===== src/rtl/nibble_sequencer_pkg.sv =====
// nibble_sequencer_pkg: opcode, ALU function and phase encodings shared by the sequencer
package nibble_sequencer_pkg;
  typedef enum logic [1:0] {ST_FETCH, ST_EXEC, ST_HALT} state_e;
  localparam logic [3:0] OP_NOP   = 4'h0;
  localparam logic [3:0] OP_LIT   = 4'h1;
  localparam logic [3:0] OP_ADDI  = 4'h2;
  localparam logic [3:0] OP_CMPI  = 4'h3;
  localparam logic [3:0] OP_NANDI = 4'h4;
  localparam logic [3:0] OP_LD    = 4'h5;
  localparam logic [3:0] OP_ST    = 4'h6;
  localparam logic [3:0] OP_ADDM  = 4'h7;
  localparam logic [3:0] OP_JMP   = 4'h8;
  localparam logic [3:0] OP_JC    = 4'h9;
  localparam logic [3:0] OP_JNC   = 4'hA;
  localparam logic [3:0] OP_JZ    = 4'hB;
  localparam logic [3:0] OP_JNZ   = 4'hC;
  localparam logic [3:0] OP_HALT  = 4'hF;
  localparam logic [2:0] ALU_PASSA = 3'b000;
  localparam logic [2:0] ALU_SUB   = 3'b001;
  localparam logic [2:0] ALU_PASSB = 3'b010;
  localparam logic [2:0] ALU_ADD   = 3'b011;
  localparam logic [2:0] ALU_NAND  = 3'b100;
endpackage


===== src/rtl/nibble_decode.sv =====
// nibble_decode: EXEC-phase opcode decode into datapath strobes, ALU function and jump decision
module nibble_decode
  import nibble_sequencer_pkg::*;
(
  input  logic       exec_i,
  input  logic [3:0] op_i,
  input  logic       flag_c_i,
  input  logic       flag_z_i,
  output logic [2:0] alu_f_o,
  output logic       load_acc_o,
  output logic       load_flags_o,
  output logic       oe_imm_o,
  output logic       oe_alu_o,
  output logic       ram_cs_o,
  output logic       ram_we_o,
  output logic       jump_o,
  output logic       jump_taken_o,
  output logic       halt_o
);
  always_comb begin
    alu_f_o      = ALU_PASSA;
    load_acc_o   = 1'b0;
    load_flags_o = 1'b0;
    oe_imm_o     = 1'b0;
    oe_alu_o     = 1'b0;
    ram_cs_o     = 1'b0;
    ram_we_o     = 1'b0;
    jump_o       = 1'b0;
    jump_taken_o = 1'b0;
    halt_o       = 1'b0;
    if (exec_i)
      case (op_i)
        OP_LIT:   begin oe_imm_o = 1'b1; alu_f_o = ALU_PASSB; load_acc_o = 1'b1; load_flags_o = 1'b1; end
        OP_ADDI:  begin oe_imm_o = 1'b1; alu_f_o = ALU_ADD;   load_acc_o = 1'b1; load_flags_o = 1'b1; end
        OP_CMPI:  begin oe_imm_o = 1'b1; alu_f_o = ALU_SUB;   load_flags_o = 1'b1; end
        OP_NANDI: begin oe_imm_o = 1'b1; alu_f_o = ALU_NAND;  load_acc_o = 1'b1; load_flags_o = 1'b1; end
        OP_LD:    begin ram_cs_o = 1'b1; alu_f_o = ALU_PASSB; load_acc_o = 1'b1; load_flags_o = 1'b1; end
        OP_ST:    begin oe_alu_o = 1'b1; ram_cs_o = 1'b1; ram_we_o = 1'b1; end
        OP_ADDM:  begin ram_cs_o = 1'b1; alu_f_o = ALU_ADD;   load_acc_o = 1'b1; load_flags_o = 1'b1; end
        OP_JMP:   begin jump_o = 1'b1; jump_taken_o = 1'b1; end
        OP_JC:    begin jump_o = 1'b1; jump_taken_o = flag_c_i; end
        OP_JNC:   begin jump_o = 1'b1; jump_taken_o = !flag_c_i; end
        OP_JZ:    begin jump_o = 1'b1; jump_taken_o = flag_z_i; end
        OP_JNZ:   begin jump_o = 1'b1; jump_taken_o = !flag_z_i; end
        OP_HALT:  halt_o = 1'b1;
        default:  ;
      endcase
  end
endmodule


===== src/rtl/nibble_sequencer.sv =====
// nibble_sequencer: fetch/exec/halt sequencer owning pc, ir and flags of the 4-bit accumulator CPU
module nibble_sequencer
  import nibble_sequencer_pkg::*;
#(
  parameter int PC_W = 8
) (
  input  logic            clock,
  input  logic            reset,
  input  logic [7:0]      rom_data,
  input  logic            alu_c,
  input  logic            alu_z,
  output logic [PC_W-1:0] pc,
  output logic [2:0]      alu_f,
  output logic            load_acc,
  output logic            load_flags,
  output logic            oe_imm,
  output logic            oe_alu,
  output logic            ram_cs,
  output logic            ram_we,
  output logic [3:0]      ram_addr,
  output logic            flag_c,
  output logic            flag_z,
  output logic            halted
);
  state_e          state_q, state_d;
  logic [PC_W-1:0] pc_q, pc_d, pc_inc;
  logic [7:0]      ir_q, ir_d;
  logic            fc_q, fc_d, fz_q, fz_d;
  logic            jump, jump_taken, halt_op;
  always_ff @(posedge clock or negedge reset) begin
    if (!reset) begin
      state_q <= ST_FETCH;
      pc_q    <= '0;
      ir_q    <= '0;
      fc_q    <= 1'b0;
      fz_q    <= 1'b0;
    end else begin
      state_q <= state_d;
      pc_q    <= pc_d;
      ir_q    <= ir_d;
      fc_q    <= fc_d;
      fz_q    <= fz_d;
    end
  end
  assign pc_inc = pc_q + PC_W'(1);
  // In EXEC a jump's target word sits at the already-incremented pc; not taken skips over it.
  always_comb begin
    state_d = state_q;
    pc_d    = pc_q;
    ir_d    = ir_q;
    fc_d    = fc_q;
    fz_d    = fz_q;
    case (state_q)
      ST_FETCH: begin
        ir_d    = rom_data;
        pc_d    = pc_inc;
        state_d = ST_EXEC;
      end
      ST_EXEC: begin
        state_d = halt_op ? ST_HALT : ST_FETCH;
        pc_d    = !jump ? pc_q : jump_taken ? rom_data[PC_W-1:0] : pc_inc;
        fc_d    = load_flags ? alu_c : fc_q;
        fz_d    = load_flags ? alu_z : fz_q;
      end
      default: ;
    endcase
  end
  nibble_decode u_decode (
    .exec_i       (state_q == ST_EXEC),
    .op_i         (ir_q[7:4]),
    .flag_c_i     (fc_q),
    .flag_z_i     (fz_q),
    .alu_f_o      (alu_f),
    .load_acc_o   (load_acc),
    .load_flags_o (load_flags),
    .oe_imm_o     (oe_imm),
    .oe_alu_o     (oe_alu),
    .ram_cs_o     (ram_cs),
    .ram_we_o     (ram_we),
    .jump_o       (jump),
    .jump_taken_o (jump_taken),
    .halt_o       (halt_op)
  );
  assign pc       = pc_q;
  assign ram_addr = ir_q[3:0];
  assign flag_c   = fc_q;
  assign flag_z   = fz_q;
  assign halted   = state_q == ST_HALT;
  bus_exclusive: assert property (@(posedge clock) disable iff (!reset)
    $onehot0({oe_imm, oe_alu, ram_cs && !ram_we}) && (!ram_we || ram_cs));
endmodule


===== config.mk =====
export PLATFORM = sky130hd
export DESIGN_NAME = nibble_sequencer
export DESIGN_NICKNAME = d
export VERILOG_FILES = /design/src/rtl/nibble_sequencer_pkg.sv /design/src/rtl/nibble_decode.sv /design/src/rtl/nibble_sequencer.sv
export SDC_FILE = /design/constraint.sdc
export NUM_CORES = 1
export LEC_CHECK = 0
export ABC_AREA = 1
export BUFFER_PORTS_ARGS = -buffer_cell sky130_fd_sc_hd__buf_2
export CAP_MARGIN = 20
export CORE_ASPECT_RATIO = 0.75
export CORE_MARGIN = 2
export CORE_UTILIZATION = 54
export CTS_CLUSTER_DIAMETER = 120
export DETAILED_ROUTE_END_ITERATION = 10
export PLACE_DENSITY = 0.83
export SLEW_MARGIN = 20
export SYNTH_ARGS = -nofsm -noshare
export SYNTH_HDL_FRONTEND = slang
export SYNTH_SLANG_ARGS = --single-unit
export TNS_END_PERCENT = 100

===== constraint.sdc =====
create_clock -name clock -period 3.4 [get_ports clock]
set_input_delay 0.34 -clock clock [delete_from_list [all_inputs] [get_ports clock]]
set_output_delay 0.34 -clock clock [all_outputs]
set_load 0.02 [all_outputs]

==> run metrics <==
CTS tree=built; Most Frequent Cell on Critical Path=inv_1; asr flop ratio synth=100.0%; mapped cell area=1202 um2; delay-heaviest family, CP=simple AND/OR/NAND/NOR gates; Post-synth top cells=nand2_1, inv_1, dfrtp_1, nand3_1, nor2_1; CP Launch Type=flip-flop; die outline area=2624 um2; postcts setup bufs=0; Yosys top cell by area=dfrtp_1; Crit. End Element=output pin; Slowest Stage Delay on Critical Path=about 410 ps; Sink Count=20; WL/cell=11.19 um; final setup vio count=0; Peak VDD IR=0.7362 mV; Buf/Inv on CP=3; crit-path cells=inv_1, nand2_1, nor3_1, inv_1, nor2_1, buf_2; post-synth top area share=41.62%; worst relative slew slack=71.18%; Die X=58.49 um; CTS Buf Count=3; total core area=2049 um2; Syn Area/Cell=7.287 um2; Fin Setup TNS=0 ps; Hold Vio Cnt, Final=0; EDFF count, synth=0; initial antenna violation count=0; pwr dens=1038 nW/um2; pins over their slew limit=0; H-tree levels=1; max_cap viols=0; worst hold path type=input port to flip-flop; Yosys warning total=0; Clock transition at path regs=between 100 and 150 ps; clk_skew=3.942 ps; root buf cell=clkbuf_4; most frequent cell after synthesis=nand2_1; Global Route Usage Sum=21.74%; Placer Congestion=0.8514; f_max=0.4966 GHz; Starting DRT DRC Count=slightly above 40; vias in the first global route=between 900 and 1,000; ant diodes=0; antenna-violating nets left=0; total global routing overflow=0; crit path max fanout=5; worst skew pair latency=300 ps; Tcrit/Tclk final=59.23%; fin util=approximately 70%; placed cells=218; Die Ht=~45 um; post-route setup slack=between 1000 and 1500 ps; RSZ-0062 raised after global routing=false; Rows=14; Min Hold Slack=~250 ps; top area cells in the synthesized netlist=dfrtp_1, nand2_1, nand3_1, inv_1, buf_4; Post-layout nets=213; CP Class=flip-flop to output pin; Non-Filler Instances=between 200 and 250; placement-stage worst setup slack=1763 ps; Initial Utilization=about three fifths; Syn Inst Count=165; DRC Markers=0; Seq/Total Area, Yosys=41.62%; Via Count=1,176; Critical Path RT=3060 ps; largest net degree at the start of global routing=21; Yosys cell types=20; layout cells sized above 1=27.14%; Synth Net Count=178; status=completed; Total Wirelength=2495 um; area growth from synthesis to layout=17.17%; IO Port Bufs=35; CP max-delay cell=dfrtp_1; first-pass GRT wire length=4188 um; minimum clock period after layout=between 2000 and 2500 ps; boundary pin count=36; Detail Placement HPWL=2005 um; P_leak=between 0.0008 and 0.0009 uW; Slew @ Worst Pin=roughly 430 ps; Synth Flop Type=dfrtp_1; First-pass DRT Iterations=4; CP Data Arrival Time=1670 ps; Vias/cell=roughly 5.3; Seq cells post-synth=20; CTS max path bufs=2
## worst min-delay path, stage by stage
cell	delay [ps]
buf_2	70
nand2_1	40
o21ai_1	60
## timing repair
action,4_1_cts,5_1_grt
hold endpoints to repair,20,0
gates resized for setup,0,0
hold buffers,1,0
## final cells by class
| class | instances | area, um2 |
|---|---|---|
| inverters | 26 | 97.59 |
| repair buffers | 36 | 185.2 |
| clock buffers | 4 | 36.28 |
| well taps | 24 | 30.03 |
| multi-input cells | 113 | 559.3 |
| flip-flops and latches | 20 | 500.5 |
| fillers | 186 | 640.6 |
## per-stage QoR
step	area (um2)	power, uW
floorplan	1202	1132
global placement	1363	1300
detailed placement	1363	1329
CTS	1409	1468
global route	1409	1605
finish	1409	1462
## cells in the final DEF (no fill, tap or decap), types with 4 or more instances in the layout
cell     Yosys  routed
buf_2        0      35
o21ai_0      8       8
xnor2_1      5       5
nand2_1     51      51
nor2_1      10      10
inv_2        5       5
o21ai_1      4       4
inv_1       21      21
dfrtp_1     20      20
nand3_1     20      20
## worst paths after layout
path	startpoint	to	slack, ps	cells past startpoint
worst min-delay path	alu_z	flag_z	250	3
worst min register to register	ir_q[2]	ir_q[2]	490	2
worst max register to register	state_q[1]	pc[4]	1880	8
min in group asynchronous	reset	pc[3]	500	2
max in group asynchronous	reset	ir_q[5]	2600	2
worst max-delay path	state_q[1]	oe_alu	1390	6
## kinds of logic (layout without fill, tap and decap cells)
group,Yosys count,in the layout,synth area share (%)
buf+inv,32,66,11.86
fa+ha+maj,1,1,1.040
flops,20,20,41.62
compound gates,15,15,7.077
simple gates,92,92,34.76
xor+xnor,5,5,3.642
## registers in the layout (all words and copies together) (netlist names)
name / flops
pc: 8
ir_q: 8
flag_c: 1
state_q: 2
flag_z: 1
## layer usage
metal  global-route usage [%]  up-vias  wire length (um)
met1                    30.39      552              1148
met5                        0        -                 0
met3                    6.017        4               185
li1                         -      580                 -
met4                    7.442        0                37
met2                    32.81       40              1123
## power by group
group | internal [uW] | total [uW] | switching, uW
sequential | 356 | 470 | 114
combinational | 279 | 858 | 579
clock | 65.3 | 135 | 69.7
total | 700 | 1460 | 762
Power figures use the tool's default switching activity.
